<file path="config.mk">
export PLATFORM = sky130hd
export DESIGN_NAME = mem_access_stage
export DESIGN_NICKNAME = d
export VERILOG_FILES = /design/src/rtl/mem_access_stage.sv
export SDC_FILE = /design/constraint.sdc
export NUM_CORES = 1
export LEC_CHECK = 0
export BUFFER_PORTS_ARGS = -buffer_cell sky130_fd_sc_hd__buf_2
export CORE_UTILIZATION = 49
export CTS_CLUSTER_SIZE = 40
export DETAILED_ROUTE_END_ITERATION = 16
export PLACE_DENSITY_LB_ADDON = 0.25
export SYNTH_ARGS = -nofsm -noshare
export SYNTH_HDL_FRONTEND = slang
export SYNTH_SLANG_ARGS = --single-unit
</file>
<file path="constraint.sdc">
create_clock -name clk -period 2.6 [get_ports clk]
set_clock_uncertainty 0.2 [all_clocks]
set_input_delay 0.26 -clock clk [delete_from_list [all_inputs] [get_ports clk]]
set_output_delay 0.26 -clock clk [all_outputs]
set_load 0.02 [all_outputs]
</file>
<file path="src/rtl/mem_access_stage.sv">
// MEM pipeline stage: issues data-memory loads/stores over a req/ready handshake and feeds MEM/WB.
// Build option MEM_MISALIGN_TRAP_EN traps misaligned accesses instead of forcing natural alignment.
module mem_access_stage #(
  parameter int DATA_WIDTH     = 32,
  parameter int ADDR_WIDTH     = 32,
  parameter int REG_ADDR_WIDTH = 5
) (
  input  logic                      clk,
  input  logic                      rst,
  input  logic                      ex_valid,
  input  logic [REG_ADDR_WIDTH-1:0] ex_reg_write,
  input  logic [DATA_WIDTH-1:0]     ex_alu_result,
  input  logic [DATA_WIDTH-1:0]     ex_store_data,
  input  logic                      ex_mem_read,
  input  logic                      ex_mem_write,
  input  logic [1:0]                ex_mem_size,
  input  logic                      ex_mem_unsigned,
  output logic                      mem_stall,
  output logic                      dmem_req,
  output logic                      dmem_we,
  output logic [ADDR_WIDTH-1:0]     dmem_addr,
  output logic [DATA_WIDTH-1:0]     dmem_wdata,
  output logic [3:0]                dmem_be,
  input  logic                      dmem_ready,
  input  logic [DATA_WIDTH-1:0]     dmem_rdata,
  output logic [REG_ADDR_WIDTH-1:0] reg_write_out,
  output logic [DATA_WIDTH-1:0]     alu_result_out,
  output logic [DATA_WIDTH-1:0]     mem_result_out,
  output logic                      write_alu_result_tag
`ifdef MEM_MISALIGN_TRAP_EN
  ,
  output logic                      misalign_trap
`endif
);

  localparam logic [0:0] IDLE = 1'b0;
  localparam logic [0:0] BUSY = 1'b1;

  logic [0:0]                state_q, state_d;
  logic                      req_q, req_d;
  logic                      we_q, we_d;
  logic [ADDR_WIDTH-1:0]     addr_q, addr_d;
  logic [DATA_WIDTH-1:0]     wdata_q, wdata_d;
  logic [3:0]                be_q, be_d;
  logic [REG_ADDR_WIDTH-1:0] regWrite_q, regWrite_d;
  logic [DATA_WIDTH-1:0]     aluResult_q, aluResult_d;
  logic [DATA_WIDTH-1:0]     memResult_q, memResult_d;
  logic                      tag_q, tag_d;
  logic [REG_ADDR_WIDTH-1:0] capRd_q, capRd_d;
  logic [DATA_WIDTH-1:0]     capAddr_q, capAddr_d;
  logic [1:0]                capOff_q, capOff_d;
  logic [1:0]                capSize_q, capSize_d;
  logic                      capUnsigned_q, capUnsigned_d;
`ifdef MEM_MISALIGN_TRAP_EN
  logic                      trap_q, trap_d;
  logic                      misaligned;
`endif

  logic                  isHalf, isWord, isMemOp, issue;
  logic [1:0]            alignOff;
  logic [3:0]            beCalc;
  logic [DATA_WIDTH-1:0] wdataCalc, lane, loadData;

  // Decode the EX/MEM access: naturally aligned lane offset, byte enables, replicated store data
  always_comb begin
    isHalf  = (ex_mem_size == 2'b01);
    isWord  = ex_mem_size[1];
    isMemOp = ex_mem_read | ex_mem_write;
    if (isWord) begin
      alignOff  = 2'b00;
      beCalc    = 4'b1111;
      wdataCalc = ex_store_data;
    end else if (isHalf) begin
      alignOff  = {ex_alu_result[1], 1'b0};
      beCalc    = 4'b0011 << alignOff;
      wdataCalc = {2{ex_store_data[15:0]}};
    end else begin
      alignOff  = ex_alu_result[1:0];
      beCalc    = 4'b0001 << alignOff;
      wdataCalc = {4{ex_store_data[7:0]}};
    end
`ifdef MEM_MISALIGN_TRAP_EN
    misaligned = (isHalf && ex_alu_result[0]) || (isWord && (ex_alu_result[1:0] != 2'b00));
    issue      = isMemOp && !misaligned;
`else
    issue      = isMemOp;
`endif
  end

  // Shift the addressed lane down and extend it according to the captured size
  always_comb begin
    lane = dmem_rdata >> {capOff_q, 3'b000};
    if (capSize_q[1]) begin
      loadData = lane;
    end else if (capSize_q == 2'b01) begin
      loadData = {{(DATA_WIDTH-16){lane[15] & ~capUnsigned_q}}, lane[15:0]};
    end else begin
      loadData = {{(DATA_WIDTH-8){lane[7] & ~capUnsigned_q}}, lane[7:0]};
    end
  end

  always_comb begin
    state_d       = state_q;
    req_d         = req_q;
    we_d          = we_q;
    addr_d        = addr_q;
    wdata_d       = wdata_q;
    be_d          = be_q;
    regWrite_d    = '0;
    aluResult_d   = aluResult_q;
    memResult_d   = memResult_q;
    tag_d         = tag_q;
    capRd_d       = capRd_q;
    capAddr_d     = capAddr_q;
    capOff_d      = capOff_q;
    capSize_d     = capSize_q;
    capUnsigned_d = capUnsigned_q;
`ifdef MEM_MISALIGN_TRAP_EN
    trap_d        = 1'b0;
`endif
    case (state_q)
      IDLE: begin
        if (ex_valid) begin
          if (issue) begin
            state_d       = BUSY;
            req_d         = 1'b1;
            we_d          = ex_mem_write;
            addr_d        = {ex_alu_result[ADDR_WIDTH-1:2], 2'b00};
            wdata_d       = wdataCalc;
            be_d          = beCalc;
            capRd_d       = ex_reg_write;
            capAddr_d     = ex_alu_result;
            capOff_d      = alignOff;
            capSize_d     = ex_mem_size;
            capUnsigned_d = ex_mem_unsigned;
`ifdef MEM_MISALIGN_TRAP_EN
          end else if (isMemOp) begin
            trap_d      = 1'b1;
            aluResult_d = ex_alu_result;
`endif
          end else begin
            regWrite_d  = ex_reg_write;
            aluResult_d = ex_alu_result;
            tag_d       = 1'b1;
          end
        end
      end
      default: begin
        // Stores and rd=0 loads complete without a writeback
        if (dmem_ready) begin
          state_d = IDLE;
          req_d   = 1'b0;
          we_d    = 1'b0;
          if (!we_q) begin
            regWrite_d  = capRd_q;
            memResult_d = loadData;
            aluResult_d = capAddr_q;
            tag_d       = 1'b0;
          end
        end
      end
    endcase
  end

  always_ff @(posedge clk) begin
    if (rst) begin
      state_q       <= IDLE;
      req_q         <= 1'b0;
      we_q          <= 1'b0;
      addr_q        <= '0;
      wdata_q       <= '0;
      be_q          <= '0;
      regWrite_q    <= '0;
      aluResult_q   <= '0;
      memResult_q   <= '0;
      tag_q         <= 1'b0;
      capRd_q       <= '0;
      capAddr_q     <= '0;
      capOff_q      <= '0;
      capSize_q     <= '0;
      capUnsigned_q <= 1'b0;
`ifdef MEM_MISALIGN_TRAP_EN
      trap_q        <= 1'b0;
`endif
    end else begin
      state_q       <= state_d;
      req_q         <= req_d;
      we_q          <= we_d;
      addr_q        <= addr_d;
      wdata_q       <= wdata_d;
      be_q          <= be_d;
      regWrite_q    <= regWrite_d;
      aluResult_q   <= aluResult_d;
      memResult_q   <= memResult_d;
      tag_q         <= tag_d;
      capRd_q       <= capRd_d;
      capAddr_q     <= capAddr_d;
      capOff_q      <= capOff_d;
      capSize_q     <= capSize_d;
      capUnsigned_q <= capUnsigned_d;
`ifdef MEM_MISALIGN_TRAP_EN
      trap_q        <= trap_d;
`endif
    end
  end

  assign mem_stall            = (state_q == BUSY);
  assign dmem_req             = req_q;
  assign dmem_we              = we_q;
  assign dmem_addr            = addr_q;
  assign dmem_wdata           = wdata_q;
  assign dmem_be              = be_q;
  assign reg_write_out        = regWrite_q;
  assign alu_result_out       = aluResult_q;
  assign mem_result_out       = memResult_q;
  assign write_alu_result_tag = tag_q;
`ifdef MEM_MISALIGN_TRAP_EN
  assign misalign_trap        = trap_q;
`endif

endmodule

</file>
# After elaboration in Yosys (flattened, before gate mapping)
# Cells that the tools add are included.
# totals
inputBits,110
latchBits,0
mem_bits_ro,0
ram_bits,0
memories,0
output_inout_bits,141
regBits,181
# op_classes
n_mul,0
mux,34
n_shift,3
add_sub_neg,0
n_lt_le_gt_ge,0
div_mod_pow,0
bitwise,6
reduce_logical,6
n_eq_ne,5
# ops
op,count
$mux W32,9
$shr A32 B5 Y32,1
$mux W5,5
$mux W1,17
$reduce_and A3 Y1,3
$mux W4,2
$ne A2 B2 Y1 const B,3
$eq A2 B1 Y1 const B,2
$reduce_and A4 Y1,1
$reduce_bool A2 Y1,2
$shl A1 B2 Y4 const A,1
$shl A2 B2 Y4 const A,1
$not A1 Y1,3
$and A1 B1 Y1,2
$mux W2,1
$or A1 B1 Y1,1

# Logic depth before layout (Yosys ltp)
# Gate-level depths: netlist of the first run.
# depth
ltp_word,4
mapped_depth,8

# Least setup slack after synthesis of the first run
# Ideal clock, no wire load.
# synth_timing
path_kind,flip-flop to flip-flop
from,"register state_q, in the netlist mem_stall"
to,"register memResult_q[29], in the netlist mem_result_out[29]"
setup_time_ns,0.134
stages_incl_launch_ff,8
arrival_time_ns,1.641
required_time_ns,2.266
synth_period_minus_slack_ns,1.976
path_slack_ns,0.624
path_cell_list,dfxtp_1 buf_2 nand2_1 or2_2 clkbuf_1 clkbuf_1 a21oi_1 a211oi_2
# synth_between
elab_chain_len,1
# synth_lines
item,line,text
start: declaration,39,"logic [0:0] state_q, state_d;"
start signal: assignment,186,state_q <= state_d;
$reduce_and A3 Y1 (no source line),-,
end signal: assignment,194,memResult_q <= memResult_d;
end: declaration,47,"logic [DATA_WIDTH-1:0] memResult_q, memResult_d;"
# Every way passes these cells.
# A chain may end at the register's enable or synchronous reset.

# Worst setup path after layout of the first run
# layout_timing
from,register capOff_q[1]
to,"register memResult_q[30], in the netlist mem_result_out[30]"
# layout_between
elab_chain_len,4
word_cells_on_any_way,5
# layout_lines
item,line,text
start: declaration,51,"logic [1:0] capOff_q, capOff_d;"
start signal: assignment,198,capOff_q <= capOff_d;
$shr A32 B5 Y32 (*),92,"lane = dmem_rdata >> {capOff_q, 3'b000};"
$and A1 B1 Y1 (on tied branches),"98, 96",
$mux W32,95,end else if (capSize_q == 2'b01) begin
$mux W32 (*),93,if (capSize_q[1]) begin
# Every way passes the cells marked *; elsewhere a longest branch is shown, timed or not.

==> flow_summary.json, run 1 <==
{
  "ys_async_sr_fraction_pct": 0,
  "postCtsHoldBufs": 68,
  "cts_tree": "yes",
  "setup_viol": 0,
  "clkLatencyLatePin_ps": 420,
  "rsz0062_at_grt": "no",
  "grt_pass1_vias": 6391,
  "wl_per_cell_um": 15.1,
  "ioPinCount": 251,
  "n_antenna_cell": 0,
  "critPathRequiredTime_ps": 2730,
  "mostFrequentLayoutCells": "buf_2 (247), dfxtp_1 (150), nand2_1 (145)",
  "ys_seq_elements": 151,
  "hold_class": "input pin to register",
  "cts_num_sinks": 151,
  "die-area_mm2": 0.0141,
  "vias_per_cell": 5.22,
  "synthSimpleGateAreaFrac_pct": 15.5,
  "rows": 42,
  "ys_types": 33,
  "fp.dieW_um": 119,
  "syn_area_mm2": 0.00668,
  "synthFlopType": "dfxtp_1",
  "io_buffers": 248,
  "yosysWarnings": 0,
  "grt_first_pass_wirelength_mm": 30.7,
  "cts_setup_buffers": 0,
  "fin_area_mm2": 0.00920,
  "syn_inst": 794,
  "finalCritPeriodShare_pct": 90.8,
  "drc_errors": 0,
  "power_frac_clock_pct": 43.0,
  "intPower_w": 0.00475,
  "drt_iter0_drc": 573,
  "drtPass1Iterations": 6,
  "synth_compound_area_share_pct": 20.2,
  "antenna_found_initial": 0,
  "cp.arrival_ps": 2490,
  "fin_nets": 1161,
  "synth_xor_xnor_area_share_pct": 0,
  "wl_mm": 18.7,
  "yosys.area_share.adder_pct": 0,
  "muxShareOfSynthArea_pct": 10.8,
  "numCtsBuffers": 17,
  "tns_ps": 0,
  "htreeDepth": 4,
  "p_seq_share_pct": 39.8,
  "peakVddDrop_uv": 480,
  "grt_overflow": 0,
  "global_route.usage.total_pct": 27.1,
  "avgSynthCellArea_um2": 8.41,
  "die_height_um": 119,
  "status": "complete, no violations",
  "synth_edf_count": 0,
  "maxSlewHeadroom_pct": 53.7,
  "switchingPower_w": 0.00167,
  "cts_buffer_depth": 2,
  "clk_pin_slew_ps": 60,
  "post_cts_resized": 0,
  "drive_gt1_share_pct": 30.2,
  "endpoint_kind": "register",
  "synth_top_family_by_area": "compound AO/OA/AOI/OAI gates",
  "vias": 6467,
  "layout_commonest_cell": "buf_2",
  "combPwrFrac_pct": 17.2,
  "gp_congestion": 0.850,
  "holdWs_ps": 16.2,
  "coreArea_mm2": 0.0132,
  "min_period_ps": 2360,
  "yosysSeqAreaShare_pct": 45.3,
  "crit_type": "register to register",
  "area_growth_pct": 37.7,
  "slew_viol_final": 0,
  "initial_utilization_pct": 50.4,
  "worst_slew_pin_slew_ps": 695,
  "hold_violations": 0,
  "pwr_density_cell_mw_per_mm2": 698,
  "dp_hpwl_mm": 12.0,
  "fmax_mhz": 424,
  "cap_viol_max_count": 0,
  "worstSetupStartpointType": "register",
  "grt_max_degree": 64,
  "cts-root-buf": "clkbuf_16",
  "worstPathMaxFanout": 16,
  "switching_share_pct": 26.1,
  "dpl_cell_area_mm2": 0.00785,
  "postRouteAntennaNets": 0,
  "leakage_nw": 4.06
}
[power groups by stage]
stage | combinational [W] | sequential [W] | clock [W]
floorplan | 0.000550 | 0.00272 | 0
global placement | 0.00101 | 0.00259 | 0
detailed placement | 0.00102 | 0.00260 | 0
CTS | 0.00110 | 0.00255 | 0.00279
global route | 0.00121 | 0.00257 | 0.00289
finish | 0.00111 | 0.00255 | 0.00276
[synth_stat cells (2+ instances only)]
cell	instances	area share, %
buf_4	33	3.7
or2_2	2	0.19
nor2_1	97	5.5
inv_1	8	0.45
dfxtp_1	151	45
nand2b_1	3	0.28
o21ai_0	19	1.4
a311oi_1	5	0.66
buf_2	13	0.97
nor3_1	6	0.45
mux2_2	7	1.2
o21a_1	2	0.22
a21oi_1	88	6.6
or3_1	2	0.19
a211oi_2	11	2.1
a22oi_1	5	0.56
a22o_1	7	0.92
mux2i_1	62	9.3
buf_1	9	0.51
nand2_1	145	8.2
nor2b_1	5	0.47
a211oi_1	51	5.7
o211ai_1	7	0.79
clkbuf_1	42	2.4
a211o_1	6	0.79
[final timing paths]
path              slack, ps  depth (start not counted)               from            endpoint
setup reg to reg        240                          4        capOff_q[1]  mem_result_out[30]
hold reg to reg         250                          2      dmem_wdata[1]       dmem_wdata[1]
setup / recovery        240                          4        capOff_q[1]  mem_result_out[30]
hold / removal           20                          5  ex_store_data[25]      dmem_wdata[25]
[logic make-up (layout without fill, tap and decap cells)]
family,count (synthesis),count (layout)
multiplexers,70,70
flip-flops,151,151
AO/OA/AOI/OAI,204,204
other,1,2
AND/OR/NAND/NOR,262,262
buffers and inverters,106,375
[registers in the layout, summed over array words and instances (netlist names)]
| register | count |
|---|---|
| capOff_q | 2 |
| capSize_q | 2 |
| dmem_req | 1 |
| mem_stall | 1 |
| capAddr_q | 32 |
| alu_result_out | 32 |
| dmem_we | 1 |
| dmem_be | 4 |
| capUnsigned_q | 1 |
| capRd_q | 5 |
| reg_write_out | 5 |
| dmem_wdata | 32 |
| write_alu_result_tag | 1 |
| mem_result_out | 32 |
[final cells by class]
cell class | instances | area, um^2
fill | 1057 | 4050
multi-input combinational | 538 | 3130
sequential | 151 | 3020
timing repair buffer | 335 | 2130
clock buffer | 25 | 505
tap | 176 | 220
clock inverter | 7 | 163
inverter | 8 | 30.0
[critical path, stage by stage (launching register included)]
cell and delay (ps):
dfxtp_1 420, nor2b_1 460, a2bb2oi_1 150, a2111o_1 730, a211oi_1 310
[stage by stage]
step / instances / util (%) / power [W] / setup slack [ps]
floorplan: 795 / - / 0.00327 / 624
global placement: 1140 / 59.3 / 0.00360 / 301
detailed placement: 1140 / 59.3 / 0.00361 / 257
CTS: 1240 / 69.5 / 0.00644 / 240
global route: 1240 / 69.5 / 0.00667 / 37.0
finish: 1240 / 69.5 / 0.00642 / 239
[layer usage]
metal	part of all wire, %	vias up	routed length (um)	global-route usage [%]
met5	0	-	0	0
met4	1.9	0	362	10.5
met3	6.1	26	1140	6.95
met2	49	224	9140	46.0
met1	43	3008	8100	32.6
li1	-	3209	-	-
No activity file was read; power rests on OpenSTA's default activity.
==> run 2: changes to the inputs <==
--- a/config.mk
+++ b/config.mk
@@ -5,7 +5,7 @@
 export SDC_FILE = /design/constraint.sdc
 export NUM_CORES = 1
 export LEC_CHECK = 0
-export BUFFER_PORTS_ARGS = -buffer_cell sky130_fd_sc_hd__buf_2
+export BUFFER_PORTS_ARGS = -buffer_cell sky130_fd_sc_hd__buf_4
 export CORE_UTILIZATION = 49
 export CTS_CLUSTER_SIZE = 40
 export DETAILED_ROUTE_END_ITERATION = 16
==> run 2 against run 1 <==
  * Cell count down 1.0%
  * Combinational power up 9.9%
  * Worst hold slack worse by 7.6 ps
  * Fmax decreased by 2.2%
  * Sequential power is essentially flat
  * Global-route usage up 0.052 points
  * Via count about the same
  * Non-clock buffer count is 10 lower
  * Register-to-register slack worse by 50 ps
  * Critical endpoint is now dmem_wdata[13]
  * Largest cell class unchanged
  * Largest power group is now registers
==> flow_summary.json, run 2 (synthesized netlist as in run 1, its figures left out) <==
{
  "pwr_density_cell_mw_per_mm2": 639,
  "cp.arrival_ps": 2580,
  "reg2reg_slack_ps": 190,
  "switching_share_pct": 27.1,
  "fin_nets": 1151,
  "fmax_mhz": 414,
  "finalCritPeriodShare_pct": 92.9,
  "critPathRequiredTime_ps": 2760,
  "ioPinCount": 251,
  "drive_gt1_share_pct": 29.7,
  "intPower_w": 0.00449,
  "clk_pin_slew_ps": 60,
  "switchingPower_w": 0.00167,
  "rows": 42,
  "min_period_ps": 2410,
  "numCtsBuffers": 17,
  "min_path_cells": 5,
  "setup_ws_ps": 185,
  "dp_hpwl_mm": 12.2,
  "htreeDepth": 4,
  "min_delay_worst_endpoint": "dmem_wdata[29]",
  "vias": 6462,
  "hold_path_startpoint": "ex_store_data[29]",
  "worstPathMaxFanout": 83,
  "n_fill_cell": 993,
  "cts_buffer_depth": 2,
  "holdWs_ps": 8.60,
  "fin_area_mm2": 0.00964,
  "drc_errors": 0,
  "status": "complete, no violations",
  "endpoint_kind": "register",
  "r2r_start": "mem_stall",
  "multi_input_area_mm2": 0.00313,
  "tns_ps": 0,
  "power_frac_clock_pct": 38.6,
  "post_cts_resized": 0,
  "grt_max_degree": 84,
  "wl_mm": 19.1,
  "n_antenna_cell": 0,
  "peakVddDrop_uv": 426,
  "mostFrequentLayoutCells": "buf_4 (254), dfxtp_1 (150), nand2_1 (145)",
  "initial_utilization_pct": 50.4,
  "timing.rr.end": "dmem_wdata[13]",
  "dp_slack_ps": 254,
  "p_seq_share_pct": 41.6,
  "cts-root-buf": "clkbuf_16",
  "setup_viol": 0,
  "combPwrFrac_pct": 19.8,
  "cap_viol_max_count": 0,
  "fp.dieW_um": 119,
  "grt_overflow": 0,
  "layout_commonest_cell": "buf_4",
  "maxSlewHeadroom_pct": 45.4,
  "drtPass1Iterations": 5,
  "crit_type": "register to register",
  "leakage_nw": 4.06,
  "postRouteAntennaNets": 0,
  "worstSetupStartpointType": "register",
  "die-area_mm2": 0.0141,
  "clkLatencyLatePin_ps": 420,
  "cts_tree": "yes",
  "hold_class": "input pin to register",
  "dpl_cell_area_mm2": 0.00841,
  "grt_first_pass_wirelength_mm": 30.4,
  "vias_per_cell": 5.27,
  "rsz0062_at_grt": "no",
  "wl_per_cell_um": 15.6,
  "hold_violations": 0,
  "worst_slew_pin_slew_ps": 816,
  "coreArea_mm2": 0.0132,
  "area_growth_pct": 44.3,
  "global_route.usage.total_pct": 27.1,
  "slew_viol_final": 0,
  "final_core_util_pct": 72.8,
  "drt_iter0_drc": 444,
  "reg2regPathDepth": 6,
  "io_buffers": 248,
  "grt_pass1_vias": 6076,
  "gp_congestion": 0.832,
  "antenna_found_initial": 0,
  "cts_num_sinks": 151,
  "seqCellArea_mm2": 0.00302,
  "die_height_um": 119
}
[run 2: changes by cell type in the layout (fill, tap and decap cells not counted), sizes merged]
cell         before  now
buf             267  259
bufinv            5    2
clkbuf           25   21
clkinv            1    2
clkinvlp          1    4
dlygate4sd3      68   66
[run 2: worst max-delay path: stages (launching register included)]
cell	delay [ps]
dfxtp_2	390
nor2b_1	300
o21a_2	220
buf_12	300
nor2_1	80
a311oi_1	230
dlygate4sd3_1	570
[run 2: per-layer routing]
metal	vias to the layer above	global-route usage [%]	part of all wire [%]
met1	3019	33.8	42
met5	-	0	0
met4	0	10.8	2.1
met3	32	7.63	6.2
met2	213	44.1	49
li1	3198	-	-
[run 2: cell type report]
type | count | area share [%]
multi-input combinational | 538 | 32.4
sequential | 151 | 31.4
timing repair buffer | 325 | 27.7
clock buffer | 21 | 4.88
tap | 176 | 2.28
clock inverter | 8 | 1.04
inverter | 8 | 0.312
[run 2: repair_timing]
item                      CTS  global route
hold endpoints to repair   94             0
hold buffers               66             0
buffers inserted            0             0
[run 2: through the flow]
| stage | cells | total power [W] |
|---|---|---|
| 3_5_place_dp | 1132 | 0.00373 |
| 3_3_place_gp | 1132 | 0.00371 |
| 5_1_grt | 1227 | 0.00641 |
| 4_1_cts | 1227 | 0.00618 |
| 2_1_floorplan | 795 | 0.00327 |
| 6_report | 1227 | 0.00616 |
[run 2: power by group through the flow]
| stage | clock network [W] | registers [W] | logic, W |
|---|---|---|---|
| after CTS | 0.00242 | 0.00256 | 0.00121 |
| after detailed placement | 0 | 0.00261 | 0.00112 |
| after global placement | 0 | 0.00260 | 0.00111 |
| final | 0.00238 | 0.00256 | 0.00122 |
| after global routing | 0.00253 | 0.00258 | 0.00131 |
| after floorplan | 0 | 0.00272 | 0.000550 |
[run 2: worst max path at each step]
stage | from | end | slack, ps | depth (start not counted)
2_1_floorplan | mem_stall | mem_result_out[29] | 620 | 7
3_3_place_gp | capOff_q[1] | mem_result_out[30] | 330 | 4
3_5_place_dp | capOff_q[1] | mem_result_out[18] | 250 | 4
4_1_cts | mem_stall | dmem_wdata[13] | 200 | 6
5_1_grt | mem_stall | dmem_wdata[13] | 50 | 6
6_report | mem_stall | dmem_wdata[13] | 190 | 6
==> run 3: changes to the inputs <==
--- a/config.mk
+++ b/config.mk
@@ -9,6 +9,7 @@
 export CORE_UTILIZATION = 49
 export CTS_CLUSTER_SIZE = 40
 export DETAILED_ROUTE_END_ITERATION = 16
+export GPL_TIMING_DRIVEN = 0
 export PLACE_DENSITY_LB_ADDON = 0.25
 export SYNTH_ARGS = -nofsm -noshare
 export SYNTH_HDL_FRONTEND = slang
==> run 3 against run 2 <==
  * Sequential share of layout area shrank 1.3 points
  * Power grew 6.6%
  * Critical path depth grew 1
  * Clock power grew 13%
  * Critical endpoint is now capOff_q[0]
  * Largest cell class unchanged
  * Highest routed layer unchanged
==> flow_summary.json, run 3 (synthesized netlist as in run 1, its figures left out) <==
{
  "status": "complete, no violations",
  "grt_first_pass_wirelength_mm": 34.7,
  "crit_type": "register to register",
  "finalCritPeriodShare_pct": 92.0,
  "worstPathMaxFanout": 10,
  "hold_class": "input pin to register",
  "dpl_cell_area_mm2": 0.00876,
  "vias": 6945,
  "fin_area_mm2": 0.0101,
  "setup_viol": 0,
  "initial_utilization_pct": 50.4,
  "cts_buffer_depth": 2,
  "cts_num_sinks": 151,
  "io_buffers": 248,
  "grt_max_degree": 17,
  "worst_slew_pin_slew_ps": 779,
  "mostFrequentLayoutCells": "buf_4 (281), dfxtp_1 (151), nand2_1 (145)",
  "numCtsBuffers": 17,
  "area_growth_pct": 50.6,
  "drt_iter0_drc": 496,
  "gp_congestion": 0.888,
  "drc_errors": 0,
  "critPathMaxStageDelay_ps": 470,
  "leakage_nw": 4.33,
  "drtPass1Iterations": 5,
  "wl_mm": 21.8,
  "die-area_mm2": 0.0141,
  "min_period_ps": 2390,
  "crit_family": "buffers and inverters",
  "n_antenna_cell": 0,
  "hold_violations": 0,
  "cts_tree": "yes",
  "antenna_found_initial": 0,
  "grt_overflow": 0,
  "drive_gt1_share_pct": 30.5,
  "dp_slack_ps": 83.0,
  "vias_per_cell": 5.28,
  "grt_pass1_vias": 6918,
  "tns_ps": 0,
  "clk_pin_slew_ps": 60,
  "cp.arrival_ps": 2540,
  "slew_viol_final": 0,
  "cap_viol_max_count": 0,
  "layout_commonest_cell": "buf_4",
  "critPathRequiredTime_ps": 2750,
  "maxSlewHeadroom_pct": 48.0,
  "critical_path_buf_inv_count": 3,
  "critPathSlowestCell": "buf_1",
  "global_route.usage.total_pct": 31.3,
  "cts-root-buf": "clkbuf_16",
  "die_height_um": 119,
  "path_cells": "buf_2 -> nor2b_1 -> o21ai_0 -> clkbuf_1 -> buf_1 -> nand2_1 -> a21oi_1",
  "rsz0062_at_grt": "no",
  "wl_per_cell_um": 16.6,
  "worstSetupStartpointType": "register",
  "rows": 42,
  "fmax_mhz": 418,
  "clkLatencyLatePin_ps": 420,
  "ioPinCount": 251,
  "htreeDepth": 4,
  "dp_hpwl_mm": 15.0,
  "fp.dieW_um": 119,
  "setup_ws_ps": 207,
  "postRouteAntennaNets": 0,
  "pwr_density_cell_mw_per_mm2": 652,
  "endpoint_kind": "register",
  "coreArea_mm2": 0.0132,
  "fin_nets": 1237,
  "peakVddDrop_uv": 555
}
## run 3: changes by cell type in the layout (fill, tap and decap cells not counted), moves of 2 or more
cell,previous run,this run
buf_1,0,9
buf_12,5,0
buf_2,0,13
buf_4,254,281
bufinv_16,2,5
clkbuf_1,1,43
clkbuf_8,3,1
clkinvlp_4,4,2
## run 3: cell type report
cell class,count,area (um^2)
plain buffers,98,517
clock buffers,20,447
clock inverters,12,198
fillers,1002,3180
inverters,8,30.0
multi-input cells,538,3110
flip-flops and latches,151,3020
well taps,176,220
repair buffers,313,2510
## run 3: final timing paths
path                                   startpoint              to  slack (ps)  cells past startpoint
worst max-delay path                    mem_stall     capOff_q[0]         210                      7
worst min-delay path            ex_store_data[18]  dmem_wdata[18]          10                      3
worst max register to register          mem_stall     capOff_q[0]         210                      7
worst min register to register     dmem_wdata[29]  dmem_wdata[29]         250                      2
## run 3: report_power, final
group | leakage [nW] | switching [W] | internal [W]
logic | 2.78 | 0.000715 | 0.000589
registers | 1.24 | 0.0000892 | 0.00247
clock network | 0.310 | 0.000973 | 0.00173
total | 4.33 | 0.00178 | 0.00478
## run 3: what timing repair did
item,4_1_cts,5_1_grt
gates resized for setup,0,2
endpoints found under the hold margin,89,0
hold buffers,65,0
endpoints found under the setup margin,0,50
buffers inserted,0,0
## run 3: stage by stage
stage / util (%) / hold slack (ps) / std cells / total power (W)
2_1_floorplan: - / 196 / 795 / 0.00327
3_3_place_gp: 66.2 / 241 / 1219 / 0.00379
3_5_place_dp: 66.2 / 247 / 1219 / 0.00381
4_1_cts: 76.0 / 0.0193 / 1316 / 0.00657
5_1_grt: 76.0 / 18.2 / 1316 / 0.00679
6_report: 76.0 / 10.1 / 1316 / 0.00656
## run 3: worst min-delay path, cell delays in order
cell	delay, ps
buf_4	110
mux2i_1	130
a211oi_1	90
## run 3: routing by layer
metal  part of all wire [%]  GRT usage, %  wire length, um  vias up
met3                    7.6          8.40             1650       41
met1                     41          36.9             9030     3222
met2                     49          54.0            10700      315
li1                       -             -                -     3367
met5                      0             0                0        -
met4                    2.1          11.6              467        0
